$ cat src/rtl/alu_rr_scheduler.sv
// ============================================================================
// alu_rr_scheduler
// ----------------------------------------------------------------------------
// Purpose:
//   Shares one registered ALU (1-cycle latency) among NUM_REQ requesters.
//   A round-robin arbiter picks one requester at a time, issues its operands
//   to the ALU, captures the result and presents it as a tagged response that
//   the consumer can back-pressure. Only one operation is in flight at a time:
//     IDLE -> EXEC -> CAPT -> RESP -> IDLE
//   Accept edge T0 gives rsp_valid high in cycle T0+3, so the best-case
//   throughput is one operation every four cycles.
//
// Parameters:
//   NUM_REQ  number of requesters (2..8)
//   DATA_W   ALU operand width
//   OP_W     ALU opcode width
//   RES_W    ALU result width
//   ID_W     requester tag width (derived)
//
// Ports:
//   clk         in   clock, all logic on posedge
//   rst         in   synchronous, active-high reset
//   req_valid   in   per-requester operation valid
//   req_a       in   packed operand a, requester i at [i*DATA_W +: DATA_W]
//   req_b       in   packed operand b, same packing
//   req_sel     in   packed opcode, requester i at [i*OP_W +: OP_W]
//   req_ready   out  one-hot accept, only ever high in IDLE
//   alu_a       out  registered operand a to the ALU
//   alu_b       out  registered operand b to the ALU
//   alu_sel     out  registered opcode to the ALU
//   alu_result  in   registered ALU result
//   rsp_valid   out  response valid
//   rsp_id      out  index of the requester that owns rsp_result
//   rsp_result  out  captured ALU result, passed through unmodified
//   rsp_ready   in   response consumer ready
//   busy        out  high whenever the sequencer is not IDLE
// ============================================================================
module alu_rr_scheduler #(
    parameter  int NUM_REQ = 4,
    parameter  int DATA_W  = 4,
    parameter  int OP_W    = 3,
    parameter  int RES_W   = 6,
    localparam int ID_W    = $clog2(NUM_REQ)
) (
    input  logic                       clk,
    input  logic                       rst,
    input  logic [NUM_REQ-1:0]         req_valid,
    input  logic [NUM_REQ*DATA_W-1:0]  req_a,
    input  logic [NUM_REQ*DATA_W-1:0]  req_b,
    input  logic [NUM_REQ*OP_W-1:0]    req_sel,
    output logic [NUM_REQ-1:0]         req_ready,
    output logic [DATA_W-1:0]          alu_a,
    output logic [DATA_W-1:0]          alu_b,
    output logic [OP_W-1:0]            alu_sel,
    input  logic [RES_W-1:0]           alu_result,
    output logic                       rsp_valid,
    output logic [ID_W-1:0]            rsp_id,
    output logic [RES_W-1:0]           rsp_result,
    input  logic                       rsp_ready,
    output logic                       busy
);

    // ------------------------------------------------------------------------
    // Sequencer states
    // ------------------------------------------------------------------------
    localparam logic [1:0] ST_IDLE = 2'd0;  // arbitrate and accept
    localparam logic [1:0] ST_EXEC = 2'd1;  // ALU registers its result
    localparam logic [1:0] ST_CAPT = 2'd2;  // capture ALU result into response
    localparam logic [1:0] ST_RESP = 2'd3;  // hold response until consumed

    // One extra bit so ptr + k (k up to NUM_REQ) never overflows before wrap.
    localparam int SUM_W = ID_W + 1;

    // ------------------------------------------------------------------------
    // State
    // ------------------------------------------------------------------------
    logic [1:0]        state_q,      state_d;
    logic [ID_W-1:0]   ptr_q,        ptr_d;       // last granted requester
    logic [ID_W-1:0]   tag_q,        tag_d;       // owner of the op in flight
    logic [DATA_W-1:0] alu_a_q,      alu_a_d;
    logic [DATA_W-1:0] alu_b_q,      alu_b_d;
    logic [OP_W-1:0]   alu_sel_q,    alu_sel_d;
    logic              rsp_valid_q,  rsp_valid_d;
    logic [ID_W-1:0]   rsp_id_q,     rsp_id_d;
    logic [RES_W-1:0]  rsp_result_q, rsp_result_d;

    // ------------------------------------------------------------------------
    // Round-robin arbiter
    // ------------------------------------------------------------------------
    // Search starts just after the last grant and wraps, so the requester
    // granted last has the lowest priority next time. Idle requesters are
    // simply skipped, so no arbitration slot is ever wasted on them.
    logic              grant_found;
    logic [ID_W-1:0]   grant_idx;
    logic [SUM_W-1:0]  cand_sum;
    logic [ID_W-1:0]   cand_idx;

    // NOTE: every variable written in a combinational block gets a default at
    // the top; any path that leaves one unassigned would infer a latch.
    always_comb begin
        grant_found = 1'b0;
        grant_idx   = ptr_q;
        cand_sum    = '0;
        cand_idx    = '0;
        for (int k = 1; k <= NUM_REQ; k++) begin
            cand_sum = {1'b0, ptr_q} + SUM_W'(k);
            if (cand_sum >= SUM_W'(NUM_REQ)) begin
                cand_sum = cand_sum - SUM_W'(NUM_REQ);
            end
            cand_idx = cand_sum[ID_W-1:0];
            if (!grant_found && req_valid[cand_idx]) begin
                grant_found = 1'b1;
                grant_idx   = cand_idx;
            end
        end
    end

    // The accept is only offered while IDLE; since the winner is by
    // construction a valid requester, offering it is the same as a transfer.
    logic accept;
    assign accept = (state_q == ST_IDLE) && grant_found;

    always_comb begin
        req_ready = '0;
        if (accept) begin
            req_ready = NUM_REQ'(1) << grant_idx;
        end
    end

    // ------------------------------------------------------------------------
    // Sequencer next-state
    // ------------------------------------------------------------------------
    always_comb begin
        state_d      = state_q;
        ptr_d        = ptr_q;
        tag_d        = tag_q;
        alu_a_d      = alu_a_q;
        alu_b_d      = alu_b_q;
        alu_sel_d    = alu_sel_q;
        rsp_valid_d  = rsp_valid_q;
        rsp_id_d     = rsp_id_q;
        rsp_result_d = rsp_result_q;

        case (state_q)
            ST_IDLE: begin
                // alu_* keep the previously issued operands until a new accept.
                if (accept) begin
                    alu_a_d   = req_a[int'(grant_idx) * DATA_W +: DATA_W];
                    alu_b_d   = req_b[int'(grant_idx) * DATA_W +: DATA_W];
                    alu_sel_d = req_sel[int'(grant_idx) * OP_W +: OP_W];
                    tag_d     = grant_idx;
                    ptr_d     = grant_idx;
                    state_d   = ST_EXEC;
                end
            end

            ST_EXEC: begin
                // Operands are held stable while the ALU registers its result.
                state_d = ST_CAPT;
            end

            ST_CAPT: begin
                rsp_result_d = alu_result;
                rsp_id_d     = tag_q;
                rsp_valid_d  = 1'b1;
                state_d      = ST_RESP;
            end

            ST_RESP: begin
                // A request arriving in the retire cycle is not seen until the
                // following IDLE cycle, because req_ready is low here.
                if (rsp_ready) begin
                    rsp_valid_d = 1'b0;
                    state_d     = ST_IDLE;
                end
            end

            default: begin
                state_d = ST_IDLE;
            end
        endcase
    end

    // ------------------------------------------------------------------------
    // Registers
    // ------------------------------------------------------------------------
    // NOTE: sequential state uses non-blocking assignments so every register
    // samples the pre-edge value of every other register, matching hardware.
    always_ff @(posedge clk) begin
        if (rst) begin
            // Reset wins from any state; an op in flight is silently dropped.
            state_q      <= ST_IDLE;
            ptr_q        <= ID_W'(NUM_REQ - 1);  // requester 0 wins first
            tag_q        <= '0;
            alu_a_q      <= '0;
            alu_b_q      <= '0;
            alu_sel_q    <= '0;
            rsp_valid_q  <= 1'b0;
            rsp_id_q     <= '0;
            rsp_result_q <= '0;
        end else begin
            state_q      <= state_d;
            ptr_q        <= ptr_d;
            tag_q        <= tag_d;
            alu_a_q      <= alu_a_d;
            alu_b_q      <= alu_b_d;
            alu_sel_q    <= alu_sel_d;
            rsp_valid_q  <= rsp_valid_d;
            rsp_id_q     <= rsp_id_d;
            rsp_result_q <= rsp_result_d;
        end
    end

    // ------------------------------------------------------------------------
    // Outputs
    // ------------------------------------------------------------------------
    assign alu_a      = alu_a_q;
    assign alu_b      = alu_b_q;
    assign alu_sel    = alu_sel_q;
    assign rsp_valid  = rsp_valid_q;
    assign rsp_id     = rsp_id_q;
    assign rsp_result = rsp_result_q;
    assign busy       = (state_q != ST_IDLE);

endmodule
$ cat config.mk
export PLATFORM = sky130hd
export DESIGN_NAME = alu_rr_scheduler
export DESIGN_NICKNAME = d
export VERILOG_FILES = /design/src/rtl/alu_rr_scheduler.sv
export SDC_FILE = /design/constraint.sdc
export NUM_CORES = 1
export LEC_CHECK = 0
export ABC_AREA = 1
export BUFFER_PORTS_ARGS = -buffer_cell sky130_fd_sc_hd__buf_4
export CAP_MARGIN = 0
export CORE_MARGIN = 2
export CORE_UTILIZATION = 45
export CTS_BUF_LIST = sky130_fd_sc_hd__clkbuf_2 sky130_fd_sc_hd__clkbuf_4 sky130_fd_sc_hd__clkbuf_8
export DETAILED_ROUTE_END_ITERATION = 12
export PLACE_DENSITY_LB_ADDON = 0.3
export SKIP_CTS_REPAIR_TIMING = 1
export SYNTH_ARGS = -nofsm -noshare
export SYNTH_HDL_FRONTEND = slang
export SYNTH_SLANG_ARGS = --single-unit
$ cat constraint.sdc
create_clock -name clk -period 1.5 [get_ports clk]
set_input_delay 0.075 -clock clk [delete_from_list [all_inputs] [get_ports clk]]
set_output_delay 0.075 -clock clk [all_outputs]
set_load 0.03 [all_outputs]
=== After elaboration in Yosys (flattened, before gate mapping) ===
Cells that the tools add are included.

* Bits in registers: 26
* Output and inout bits: 25

* $add $sub $neg: 8
* $mul: 1
* Magnitude comparators: 8
* Equal/unequal tests: 5
* Shifts and indexed selects: 4
* Muxes and demuxes: 26
* Reductions and logical operators: 13

{| class="wikitable"
|+ Operator list
! kind !! number
|-
| indexed part select 16 x 5 -> 4 bit || 2
|-
| two-way mux 2 bit || 10
|-
| >= comparator 3 bit, second input constant || 4
|-
| < comparator 2 x 3 -> 1 bit, second input constant || 4
|-
| indexed part select 12 x 5 -> 3 bit || 1
|-
| two-way mux 1 bit || 9
|-
| binary-select mux 1 bit (select 2 bit) || 4
|-
| one-hot mux 2 bit (4 select lines) || 1
|-
| subtractor 2 x 1 -> 2 bit, second input constant || 4
|-
| adder 2 x 2 -> 3 bit, second input constant || 2
|-
| AND reduction 2 bit || 3
|-
| == test 2 bit, second input constant || 2
|-
| logical AND 1 bit || 4
|-
| multiplier 2 x 2 -> 4 bit, second input constant || 1
|-
| two-way mux 4 bit || 1
|-
| inequality test 2 bit, second input constant || 2
|-
| nonzero test 2 bit || 2
|-
| left shift 1 x 2 -> 4 bit, first input constant || 1
|-
| adder 2 x 1 -> 3 bit, second input constant || 1
|-
| adder 2 x 3 -> 3 bit, second input constant || 1
|-
| zero test 1 bit || 3
|-
| == test 2 x 1 -> 1 bit, second input constant || 1
|-
| zero test 2 bit || 1
|-
| one-hot mux 1 bit (2 select lines) || 1
|}

=== Longest topological paths before layout ===
* Word-level depth: 18
* Depth in mapped cells: 14
* Depth with buffers taken out: 13

=== Worst setup path before layout ===
OpenSTA, ideal clock, no wires.

* Path kind: register -> output
* From: register ptr_q[0]
* To: output port req_ready[0]
* Data arrival time: 1728 ps
* Required time: 1425 ps
* Path slack: -303 ps
* Stages on the path, launching flop included: 13
* Path buffers: 2
* Cells stage by stage: dfxtp_1 buf_6 nand2_1 nand3_1 nand2_4 nand2_4 nand2_4 nand2_4 nand2_4 buf_6 nor2_1 inv_1 nor2_1

* Word-level cells in the longest chain between the ends: 17
* Elaborated cells between the ends (all ways): 41

{| class="wikitable"
|+ Ends and longest elaborated chain
! item !! RTL line !! source
|-
| from (decl) || 78 || <nowiki>logic [ID_W-1:0] ptr_q, ptr_d;</nowiki>
|-
| from (signal assigned) || 193 || <nowiki>ptr_q <= ID_W'(NUM_REQ - 1);</nowiki>
|-
| from (signal assigned) || 203 || <nowiki>ptr_q <= ptr_d;</nowiki>
|-
| adder 2 x 1 -> 3 bit || 106 || <nowiki>cand_sum = {1'b0, ptr_q} + SUM_W'(k);</nowiki>
|-
| >= comparator 3 bit / subtractor 2 x 1 -> 2 bit (equally long branches) || 107, 108 ||
|-
| two-way mux 2 bit || 107 || <nowiki>if (cand_sum >= SUM_W'(NUM_REQ)) begin</nowiki>
|-
| binary-select mux 1 bit (select 2 bit) || 111 || <nowiki>if (!grant_found && req_valid[cand_idx]) begin</nowiki>
|-
| two-way mux 1 bit (implied by the code) || 111 ||
|-
| two-way mux 1 bit || 111 ||
|-
| zero test 1 bit || 111 ||
|-
| logical AND 1 bit || 111 ||
|-
| two-way mux 1 bit || 111 ||
|-
| zero test 1 bit || 111 ||
|-
| logical AND 1 bit || 111 ||
|-
| two-way mux 1 bit || 111 ||
|-
| zero test 1 bit || 111 ||
|-
| logical AND 1 bit || 111 ||
|-
| two-way mux 2 bit / two-way mux 1 bit (equally long branches) || 111 ||
|-
| left shift 1 x 2 -> 4 bit / logical AND 1 bit (equally long branches) || 126, 121 ||
|-
| two-way mux 4 bit * || 125 || <nowiki>if (accept) begin</nowiki>
|-
| to (decl) || 51 || <nowiki>output logic [NUM_REQ-1:0] req_ready,</nowiki>
|}

Mark *: on every way between the ends. The rest lies on a longest branch, timed or not. The select of a mux whose other input is x is not followed.

=== Worst setup path in the final report ===
* From: register ptr_q[0]
* To: output port req_ready[3]

Same word-level chain as after synthesis.

==> results_dict.tcl <==
set metrics [dict create \
    final_common_cell "buf_4" \
    avgRoutedWirePerCell_um 14.1 \
    diodes 0 \
    ir_drop_v 0.00176 \
    r2r_slack_ns -0.34 \
    ys_seq_area_share_pct 25.7 \
    cts-root-buf "clkbuf_8" \
    wirelength_um 6020 \
    chipHeight_um 71.0 \
    clkTransAtPathRegs_ns 0.09 \
    cts_tree "done" \
    routed_via_density 5.21 \
    tightestPinTransition_ns 0.354 \
    avgSynthCellArea_um2 7.66 \
    max_freq_mhz 517 \
    start_kind "flip-flop" \
    dr_total_vias 2219 \
    worstPathRequired_ns 1.42 \
    ioPinCount 82 \
    drtAntennaViolNets 0 \
    ys_seq_elements 26 \
    clkSinkCount 26 \
    numPortBuffers 81 \
    die_x_um 71.0 \
    grt_pass1_wl_um 9080 \
    grt_pass1_vias 2033 \
    fin_nets 436 \
    antenna_found_initial 0 \
    maxCapViolCount 0 \
    hold_viol 0 \
    routabilityCongestion 0.813 \
    drv_slew 0 \
    grt_max_degree 15 \
    min_period_ns 1.94 \
    clock_skew_ns 0.00259 \
    criticalPathCategory "flip-flop to output pin" \
    drive_gt1_share_pct 59.6 \
    max_slew_margin_pct 76.4 \
    setup_viol 21 \
    cts.htree.levels 1 \
    clk_latency_ns 0.27 \
    syn2layout_area_growth_pct 58.0 \
    finalCritPeriodShare_pct 129 \
    regToRegEndpoint "alu_sel[0]" \
    rows 24 \
    violations "setup timing" \
    ys_warn_count 0 \
    rr_worst_depth 14 \
    fin_ws_ns -0.436 \
    dp_hpwl_um 4340 \
    dieArea_um2 5050 \
    track_usage_pct 21.7 \
    p_per_area_nw_per_um2 2820 \
    dr.pass1.iters 4 \
    synth_nets 325 \
    crit_arrival_ns 1.86 \
    crit_start "ptr_q[0]" \
    initial_core_util_pct 46.4 \
    drt_iter0_markers 94 \
    postPlaceCellArea_um2 2800 \
    mostFrequentLayoutCells "buf_4, nand3_1, nand2_1, nand3_2, dfxtp_1" \
    netlist_area_um2 2020 \
    cp_max_fo 6 \
    status "finished with violations" \
    hold_path.class "input port to flip-flop" \
    end_kind "output pin" \
    clock_path_buffers 2 \
    ys_types 27 \
    syn_inst 264 \
    endpoint "req_ready[3]" \
    rsz0062_at_grt "true" \
    cts_buffers 3 \
    p_leak_nw 1.56 \
    grt_overflow 0 \
    drc 0 \
    core_um2 4350 \
    rr_startpoint "ptr_q[0]" \
    finalSetupTns_ns -6.05 \
    design_area_um2 3200 \
]
==> report_power, final <==
group	switching (mW)	internal [mW]
registers	0.182	0.937
clock network	0.213	0.235
logic	4.22	3.22
==> registers in the layout, summed over array words and instances (netlist names) <==
signal / count
rsp_result: 6
alu_a: 4
alu_b: 4
alu_sel: 3
ptr_q: 2
rsp_id: 2
state_q: 2
tag_q: 2
rsp_valid: 1
==> logic make-up after synthesis <==
family                   count (synthesis)  synth area share [%]
buffers and inverters                   30                  10.1
adder cells (fa/ha/maj)                  4                  2.48
flip-flops                              26                  25.7
AND/OR/NAND/NOR                        170                  51.3
AO/OA/AOI/OAI                           34                  10.3
==> metrics by stage <==
stage                     power (mW)  utilization, %  setup WS, ns  hold slack, ns  std cells
after floorplan                 5.81               -       -0.0896           0.144        264
after global placement          7.05            64.3        -0.240           0.297        402
after detailed placement        7.16            64.3        -0.297           0.306        402
after CTS                       7.62            65.6        -0.521          0.0242        406
after global routing            9.59            73.4        -0.497          0.0345        426
final                           9.00            73.4        -0.436          0.0222        426
==> worst min path at each step <==
stage	endpoint	cells past startpoint	from	slack, ns
final	rsp_result[0]	3	alu_result[0]	0.02
after global routing	rsp_result[0]	3	alu_result[0]	0.03
after CTS	rsp_result[0]	3	alu_result[0]	0.02
after detailed placement	rsp_result[5]	3	alu_result[5]	0.31
after global placement	rsp_result[5]	3	alu_result[5]	0.30
after floorplan	alu_a[3]	1	rst	0.14
==> per-layer routing <==
layer / global-route usage [%] / wire, µm
met1: 26.8 / 2450
met2: 40.1 / 3200
met3: 3.99 / 312
met4: 3.14 / 55
met5: 0 / 0
==> Yosys cell counts, drive strengths merged <==
| library cell | count | area, µm² |
|---|---|---|
| o211ai | 2 | 15.0 |
| clkbuf | 3 | 21.3 |
| buf | 11 | 110 |
| nand4 | 1 | 6.26 |
| inv | 15 | 63.8 |
| a21oi | 19 | 125 |
| o21ai | 13 | 68.8 |
| nand3b | 1 | 11.3 |
| nand3 | 75 | 531 |
| ha | 4 | 50.1 |
| dfxtp | 26 | 521 |
| nand2 | 69 | 397 |
| nor2 | 24 | 92.6 |
| dlygate4sd3 | 1 | 10.0 |
==> worst max-delay path, cell delays in order (launching register included) <==
cell and delay [ns]:
dfxtp_4 0.44, buf_6 0.13, nand2_4 0.04, nand2_4 0.08
nand2_4 0.08, nand2_8 0.10, inv_8 0.05, nand3_4 0.08
inv_2 0.06, nand2_2 0.09, nand2_4 0.07, buf_6 0.13
nor2_4 0.09, buf_6 0.14
==> layout make-up <==
type                    instances  area (µm²)
clock buffers                   4        55.1
fillers                       327        1160
inverters                      15        78.8
multi-input cells             208        1500
flip-flops and latches         26         526
well taps                      52        65.1
repair buffers                121         967
Note: power is estimated with default switching activity, not from simulation.
